--- config.mk ---
export PLATFORM = sky130hd
export DESIGN_NAME = id_ex_hazard_reg
export DESIGN_NICKNAME = d
export VERILOG_FILES = /design/src/rtl/id_ex_hazard_reg.sv
export SDC_FILE = /design/constraint.sdc
export NUM_CORES = 1
export LEC_CHECK = 0
export BUFFER_PORTS_ARGS = -buffer_cell sky130_fd_sc_hd__buf_2
export CORE_AREA = 2 2 126 128
export DETAILED_ROUTE_END_ITERATION = 8
export DIE_AREA = 0 0 128 130
export HOLD_SLACK_MARGIN = 0.03
export PLACE_DENSITY = 0.7
export SKIP_CTS_REPAIR_TIMING = 1
export SYNTH_ARGS = -nofsm -noshare
export SYNTH_HDL_FRONTEND = slang
export SYNTH_SLANG_ARGS = --single-unit
--- constraint.sdc ---
create_clock -name clk -period 2.2 [get_ports clk]
set_input_delay 0.33 -clock clk [delete_from_list [all_inputs] [get_ports clk]]
set_output_delay 0.33 -clock clk [all_outputs]
set_load 0.02 [all_outputs]
--- src/rtl/id_ex_hazard_reg.sv ---
// ID/EX pipeline register with load-use hazard detection, bubble insertion,
// branch-flush squash and a saturating load-use stall counter.
module id_ex_hazard_reg #(
  parameter int W    = 32,
  parameter int CNTW = 16
) (
  input  logic            clk,
  input  logic            rst_n,
  input  logic [4:0]      ID_rs,
  input  logic [4:0]      ID_rt,
  input  logic [4:0]      ID_rd,
  input  logic [W-1:0]    ID_rd1,
  input  logic [W-1:0]    ID_rd2,
  input  logic [W-1:0]    ID_imm,
  input  logic [W-1:0]    ID_pc4,
  input  logic            ID_regwrite,
  input  logic            ID_memread,
  input  logic            ID_memwrite,
  input  logic            ID_memtoreg,
  input  logic            ID_regdst,
  input  logic            ID_alusrc,
  input  logic [2:0]      ID_aluop,
  input  logic            flush,
  output logic [4:0]      EX_rs,
  output logic [4:0]      EX_rt,
  output logic [4:0]      EX_rd,
  output logic [W-1:0]    EX_rd1,
  output logic [W-1:0]    EX_rd2,
  output logic [W-1:0]    EX_imm,
  output logic [W-1:0]    EX_pc4,
  output logic            EX_regwrite,
  output logic            EX_memread,
  output logic            EX_memwrite,
  output logic            EX_memtoreg,
  output logic            EX_regdst,
  output logic            EX_alusrc,
  output logic [2:0]      EX_aluop,
  output logic            pc_write,
  output logic            IF_ID_write,
  output logic [CNTW-1:0] stall_cnt
);

  typedef struct packed {
    logic [4:0]   rs;
    logic [4:0]   rt;
    logic [4:0]   rd;
    logic [W-1:0] rd1;
    logic [W-1:0] rd2;
    logic [W-1:0] imm;
    logic [W-1:0] pc4;
    logic         regwrite;
    logic         memread;
    logic         memwrite;
    logic         memtoreg;
    logic         regdst;
    logic         alusrc;
    logic [2:0]   aluop;
  } idex_t;

  idex_t          id_w;
  idex_t          ex_q, ex_d;
  logic [CNTW-1:0] cnt_q, cnt_d;
  logic           haz;

  assign id_w = '{rs: ID_rs, rt: ID_rt, rd: ID_rd,
                  rd1: ID_rd1, rd2: ID_rd2, imm: ID_imm, pc4: ID_pc4,
                  regwrite: ID_regwrite, memread: ID_memread,
                  memwrite: ID_memwrite, memtoreg: ID_memtoreg,
                  regdst: ID_regdst, alusrc: ID_alusrc, aluop: ID_aluop};

  // A load in EX whose destination is read by ID; register 0 never counts.
  assign haz = ex_q.memread && (ex_q.rt != 5'd0) &&
               ((ex_q.rt == ID_rs) || (ex_q.rt == ID_rt));

  assign pc_write    = ~haz;
  assign IF_ID_write = ~haz;

  always_comb begin
    ex_d  = id_w;
    cnt_d = cnt_q;
    if (flush || haz) ex_d = '0;
    if (haz && !flush && (cnt_q != {CNTW{1'b1}}))
      cnt_d = cnt_q + {{(CNTW-1){1'b0}}, 1'b1};
  end

  always_ff @(posedge clk or negedge rst_n) begin
    if (!rst_n) begin
      ex_q  <= '0;
      cnt_q <= '0;
    end else begin
      ex_q  <= ex_d;
      cnt_q <= cnt_d;
    end
  end

  assign EX_rs       = ex_q.rs;
  assign EX_rt       = ex_q.rt;
  assign EX_rd       = ex_q.rd;
  assign EX_rd1      = ex_q.rd1;
  assign EX_rd2      = ex_q.rd2;
  assign EX_imm      = ex_q.imm;
  assign EX_pc4      = ex_q.pc4;
  assign EX_regwrite = ex_q.regwrite;
  assign EX_memread  = ex_q.memread;
  assign EX_memwrite = ex_q.memwrite;
  assign EX_memtoreg = ex_q.memtoreg;
  assign EX_regdst   = ex_q.regdst;
  assign EX_alusrc   = ex_q.alusrc;
  assign EX_aluop    = ex_q.aluop;
  assign stall_cnt   = cnt_q;

endmodule

==> results of run 1 <==
[metrics by stage]
stage | util (%) | power [mW] | worst slack, ps | instances | setup TNS, ps
2_1_floorplan | - | 3.763 | 68.61 | 417 | 0
3_3_place_gp | 49.60 | 4.158 | 166.8 | 921 | 0
3_5_place_dp | 49.60 | 4.165 | 173.2 | 921 | 0
4_1_cts | 53.46 | 7.170 | -240.1 | 953 | -480.1
5_1_grt | 53.94 | 7.381 | -176.1 | 957 | -351.1
6_report | 53.94 | 7.082 | -98.27 | 957 | -195.8
[cells by family after synthesis]
logic type | after synthesis | share of synthesized area [%]
XOR/XNOR | 24 | 3.602
adder cells (fa/ha/maj) | 1 | 0.2144
buffers and inverters | 21 | 2.894
flip-flops | 168 | 72.04
AO/OA/AOI/OAI | 4 | 0.4716
AND/OR/NAND/NOR | 197 | 20.39
multiplexers | 2 | 0.3859
[worst min-delay path by stage]
| stage | start | end | slack (ps) |
|---|---|---|---|
| final | ID_imm[10] | EX_imm[10] | 110 |
| after global routing | ID_pc4[22] | EX_pc4[22] | 90 |
| after global placement | rst_n | EX_rd1[6] | 200 |
| after floorplan | rst_n | EX_aluop[0] | 30 |
| after detailed placement | rst_n | EX_rd1[16] | 200 |
| after CTS | rst_n | EX_rd1[16] | -260 |
[cell usage in the layout (no fill, tap or decap), types with 3 or more instances in the layout]
| cell | instances |
|---|---|
| nand4_1 | 5 |
| xor2_1 | 16 |
| clkinv_2 | 4 |
| nand3_1 | 6 |
| nor3_1 | 3 |
| clkbuf_16 | 17 |
| nand2_1 | 8 |
| buf_12 | 4 |
| xnor2_1 | 8 |
| dfrtp_1 | 168 |
| nor2_1 | 9 |
| buf_6 | 4 |
| and2_1 | 153 |
| inv_6 | 3 |
| buf_2 | 321 |
| buf_4 | 6 |
[sequential cells by signal (all words and copies together), names as in the netlist]
name and flops:
EX_pc4 32, EX_memread 1, EX_memwrite 1, EX_rd1 32, EX_rd 5, EX_rt 5, EX_alusrc 1, EX_regdst 1
EX_regwrite 1, EX_rd2 32, EX_memtoreg 1, EX_aluop 3, EX_imm 32, stall_cnt 16, EX_rs 5
[layout make-up]
type,instances,area share [%]
Clock buffer,19,5.444
Clock inverter,13,1.699
Inverter,1,0.04511
Multi-Input combinational cell,228,17.92
Sequential cell,168,50.53
Tap cell,192,2.887
Timing Repair Buffer,336,21.47
[critical path, cell delays in order, from the launching register on]
cell     delay, ps
dfrtp_1        420
or4_4          550
o21ai_2        160
or2_1          170
buf_6          130
buf_6          110
[power by group through the flow]
| stage | combinational, mW | clock [mW] | sequential (mW) |
|---|---|---|---|
| 6_report | 0.795 | 2.98 | 3.31 |
| 4_1_cts | 0.803 | 3.06 | 3.31 |
| 3_3_place_gp | 0.798 | 0 | 3.36 |
| 2_1_floorplan | 0.181 | 0 | 3.58 |
| 3_5_place_dp | 0.801 | 0 | 3.36 |
| 5_1_grt | 0.872 | 3.19 | 3.32 |
[metal layers]
layer  vias up  wire [um]  track usage (%)
met2       188       7044            27.68
met4         0        247            6.399
met1      1930       5488            19.74
li1       1972          -                -
met5         -          0                0
met3        19       1297            6.601
==> impl_results.md, run 1 <==
- Crit path DAT: 1970 ps
- Tmin final: 2298 ps
- Net Count, Synth: 573
- PortBufs: 324
- Tcrit/Tclk final: 104.5%
- Worst Reg-to-Reg Cells: 9
- Layout cell share with drive strength beyond 1: 48.89%
- Post-route DRC: 0
- Total grt overflow: 0
- Reg-to-reg critical path startpoint: EX_rt[1]
- Setup violators final: 2
- Clock power frac: 42.1%
- Post-Syn Area: 5836 um2
- Seq pwr share: 46.7%
- Maximum VDD drop: 456.6 uV
- Num CTS Buffers: 17
- Area leader, netlist: dfrtp_1
- Yosys cell types: 30
- MaxCap Viol Count: 0
- R2R setup slack: 150 ps
- Worst slew pin tran: 462.0 ps
- Net Sw Frac: 24.90%
- Most common cell in the netlist: dfrtp_1
- NumNets Final: 908
- Critical path endpoint: pc_write
- Status: finished with violations
- Drt first pass iters: 4
- Clock Skews: 9.248 ps
- CTS sink count: 168
- Syn Inst Count: 417
- Async set-reset flop share out of synthesis: 100.0%
- Crit Path Max Fanout: 4
- Total Routing Usage GR: 16.69%
- Global-route wire length before repair: 20950 um
- Initial antenna violation count: 0
- Die X: 128 um
- Routed via count: 4109
- Register area: 4204 um2
- Routed wire per std cell: 14.71 um
- Area growth from synthesis to layout: 42.58%
- Reg-to-Reg End: stall_cnt[15]
- Violated checks: setup timing
- WHS: 113.2 ps
- Area share of the leading cell type in the synthesized netlist: 72.04%
- Final hold viol count: 0
- Placed Instance Area: 7651 um2
- EDFF count, synth: 0
- Core area: 15420 um2
- Clock Root Buffer: clkbuf_16
- Multi-input gate area: 1491 um2
- Clock buffer depth: 2
- Synth area leaders: dfrtp_1 72%, and2_1 16%, xor2_1 2.4%
- Row count: 46
- Main flop type after synthesis: dfrtp_1
- Drt total wl: 14080 um
- Vias in the first global route: 3979
- Max-slew violations: 0
- Clock insertion delay at the later pin of the skew report: 420 ps
- H-Tree Depth: 4
- Die Ht: 130 um
- Clock-pin transition on the worst setup and hold timing paths: 70 ps
- Max-slew headroom: 69.20%
- HP Class: primary input to flop
- #FFs+latches synth: 168
- Seq/Total Area, Yosys: 72.04%
- # IOs: 325
- Die Footprint: 16640 um2
- Layout Cell Area excl Fill: 8320 um2
- Worst Setup Start Kind: flop
- Ys Warns: 0
- Initial Utilization: 37.83%
- Final ANT Viol Nets: 0
- Combinational power share: 11.2%
- GP Congestion: 0.8063
- Switching Power: 1.763 mW
- CP endpoint kind: output pin
- RSZ-0062 raised after global routing: yes
- Mean Syn Cell Area: 13.99 um2
- WHS Path Cells: 2
- Via density: 4.294
- Post-DP HPWL: 10360 um
- Critical path required time: 1870 ps
- Worst Slack Setup Final: -98.27 ps
- P per Cell Area: 851.2 nW/um2
- Achievable Freq: 0.4351 GHz
- CTS tree: done
- # diodes: 0
- Fill cells: 1367
- P_leak: 4.592 nW
- Largest net degree at the start of global routing: 73
- Crit Path Class: flop to output pin
- Initial DRC Count: 149
- Commonest cells post-synth: 168 x dfrtp_1, 153 x and2_1, 16 x xor2_1, 9 x buf_6, 9 x nor2_1
- Critical Path Start: EX_rt[3]
- P_int: 5.319 mW
(Power assumes the default switching activity.)
==> run 2, diff against run 1 <==
--- a/config.mk
+++ b/config.mk
@@ -5,11 +5,13 @@
 export SDC_FILE = /design/constraint.sdc
 export NUM_CORES = 1
 export LEC_CHECK = 0
+export ABC_AREA = 0
 export BUFFER_PORTS_ARGS = -buffer_cell sky130_fd_sc_hd__buf_2
 export CORE_AREA = 2 2 126 128
 export DETAILED_ROUTE_END_ITERATION = 8
 export DIE_AREA = 0 0 128 130
 export HOLD_SLACK_MARGIN = 0.03
+export MAX_ROUTING_LAYER = met4
 export PLACE_DENSITY = 0.7
 export SKIP_CTS_REPAIR_TIMING = 1
 export SYNTH_ARGS = -nofsm -noshare
==> run 2 against run 1 <==
The run still ends with setup timing left. Hold slack is essentially flat. Power is essentially flat. Global-route usage grew 0.51 points. Design area is the same. Worst setup slack gained 0.99 ps.
==> impl_results.md, run 2 (synthesis results as in run 1) <==
- Core area: 15420 um2 (unchanged)
- H-Tree Depth: 4 (unchanged)
- Worst slew pin tran: 460.0 ps (-2.026 ps)
- Critical path required time: 1870 ps (about the same)
- # IOs: 325 (unchanged)
- Crit Path Max Fanout: 4 (unchanged)
- PortBufs: 324 (unchanged)
- Placed Cells: 921 (unchanged)
- Clock Root Buffer: clkbuf_16
- Total Routing Usage GR: 17.21% (+0.51 points)
- Post-DP HPWL: 10360 um (unchanged)
- # diodes: 0 (unchanged)
- Placed Instance Area: 7651 um2 (unchanged)
- Most frequent cells in the layout: 321 x buf_2, 168 x dfrtp_1, 153 x and2_1, 17 x clkbuf_16, 16 x xor2_1
- CP endpoint kind: output pin
- Post-route DRC: 0 (unchanged)
- Layout cell share with drive strength beyond 1: 48.89% (unchanged)
- Vias in the first global route: 4003 (+0.60%)
- Crit path DAT: 1970 ps (about the same)
- Final core utilization: 53.94% (unchanged)
- Routed via count: 4110 (+0.024%)
- Largest net degree at the start of global routing: 73 (unchanged)
- Achievable Freq: 0.4353 GHz (about the same)
- Routed wire per std cell: 14.71 um (unchanged)
- Max-slew headroom: 69.34% (+0.14 points)
- Reg-to-reg critical path startpoint: EX_rt[1]
- Initial antenna violation count: 0 (unchanged)
- HP Start: ID_imm[10]
- CTS sink count: 168 (unchanged)
- Clock Skews: 9.249 ps (+0.001360 ps)
- NumNets Final: 908 (unchanged)
- Initial DRC Count: 147 (-1.3%)
- Die Ht: 130 um (unchanged)
- Global-route wire length before repair: 20890 um (-0.30%)
- Clock-pin transition on the worst setup and hold timing paths: 70 ps (about the same)
- HP Class: primary input to flop
- CTS tree: done
- Status: finished with violations
- Area growth from synthesis to layout: 42.58% (unchanged)
- Tcrit/Tclk final: 104.4% (about the same)
- Fill cells: 1367 (unchanged)
- Die X: 128 um (unchanged)
- Non-Filler Instances: 957 (unchanged)
- Final ANT Viol Nets: 0 (unchanged)
- R2R setup slack: 150 ps (about the same)
- Drt first pass iters: 4 (unchanged)
- Clock buffer depth: 2 (unchanged)
- P per Cell Area: 851.7 nW/um2 (about the same)
- Die Footprint: 16640 um2 (unchanged)
- Setup violators final: 2 (unchanged)
- Num CTS Buffers: 17 (unchanged)
- P_leak: 4.592 nW (unchanged)
- Crit Path Class: flop to output pin
- Multi-input gate area: 1491 um2 (unchanged)
- Commonest non-fill, non-tap cell in the layout: buf_2
- Final hold viol count: 0 (unchanged)
- Setup TNS: -193.9 ps (+1.914 ps)
- Violated checks: setup timing
- Worst Slack Setup Final: -97.28 ps (+0.9899 ps)
- Initial Utilization: 37.83% (unchanged)
- Via density: 4.295 (about the same)
- RSZ-0062 raised after global routing: yes
- Row count: 46 (unchanged)
- Worst Hold End: EX_imm[10]
- Total grt overflow: 0 (unchanged)
- Drt total wl: 14080 um (unchanged)
- MaxCap Viol Count: 0 (unchanged)
- Layout Cell Area excl Fill: 8320 um2 (unchanged)
- WHS Path Cells: 2 (unchanged)
- Max-slew violations: 0 (unchanged)
- Clock insertion delay at the later pin of the skew report: 420 ps (about the same)
- Register area: 4204 um2 (unchanged)
- Tmin final: 2297 ps (-0.9899 ps)
- Reg-to-Reg End: stall_cnt[15]
- Worst Reg-to-Reg Cells: 9 (unchanged)
- Maximum VDD drop: 455.9 uV (-0.16%)
- Worst Setup Start Kind: flop
- GP Congestion: 0.8181 (+1.5%)
run 2: power by group:
part | switching, mW | internal, mW
combinational | 0.471 | 0.325
sequential | 0.0570 | 3.25
clock | 1.24 | 1.74
total | 1.77 | 5.32
run 2: layout make-up:
type,count,area share (%)
Tap cell,192,2.887
Multi-Input combinational cell,228,17.92
Timing Repair Buffer,336,21.47
Clock inverter,13,1.699
Sequential cell,168,50.53
Clock buffer,19,5.444
Inverter,1,0.04511
run 2: how the worst max path moves through the flow:
stage	endpoint	start	slack (ps)	cells after the start
detailed placement	EX_rd1[30]	EX_rt[1]	170	6
CTS	pc_write	EX_rt[1]	-240	5
finish	pc_write	EX_rt[3]	-100	5
floorplan	EX_imm[30]	EX_rt[3]	70	10
global placement	EX_rs[0]	EX_rt[1]	170	6
global route	pc_write	EX_rt[3]	-180	5
run 2: through the flow:
step	total power, mW	hold slack [ps]	setup WS, ps
floorplan	3.763	34.41	68.61
global placement	4.158	201.3	166.8
detailed placement	4.165	201.2	173.2
CTS	7.170	-255.1	-240.1
global route	7.376	92.82	-176.1
finish	7.087	113.6	-97.28
run 2: metal layers:
layer	track usage [%]	wire, um
met1	20.73	5742
met2	27.74	7049
met3	4.961	1041
met4	6.399	244
met5	-	0
run 2: critical path, stage by stage (launching register included):
cell     delay [ps]
dfrtp_1         420
or4_4           550
o21ai_2         160
or2_1           170
buf_6           130
buf_6           110
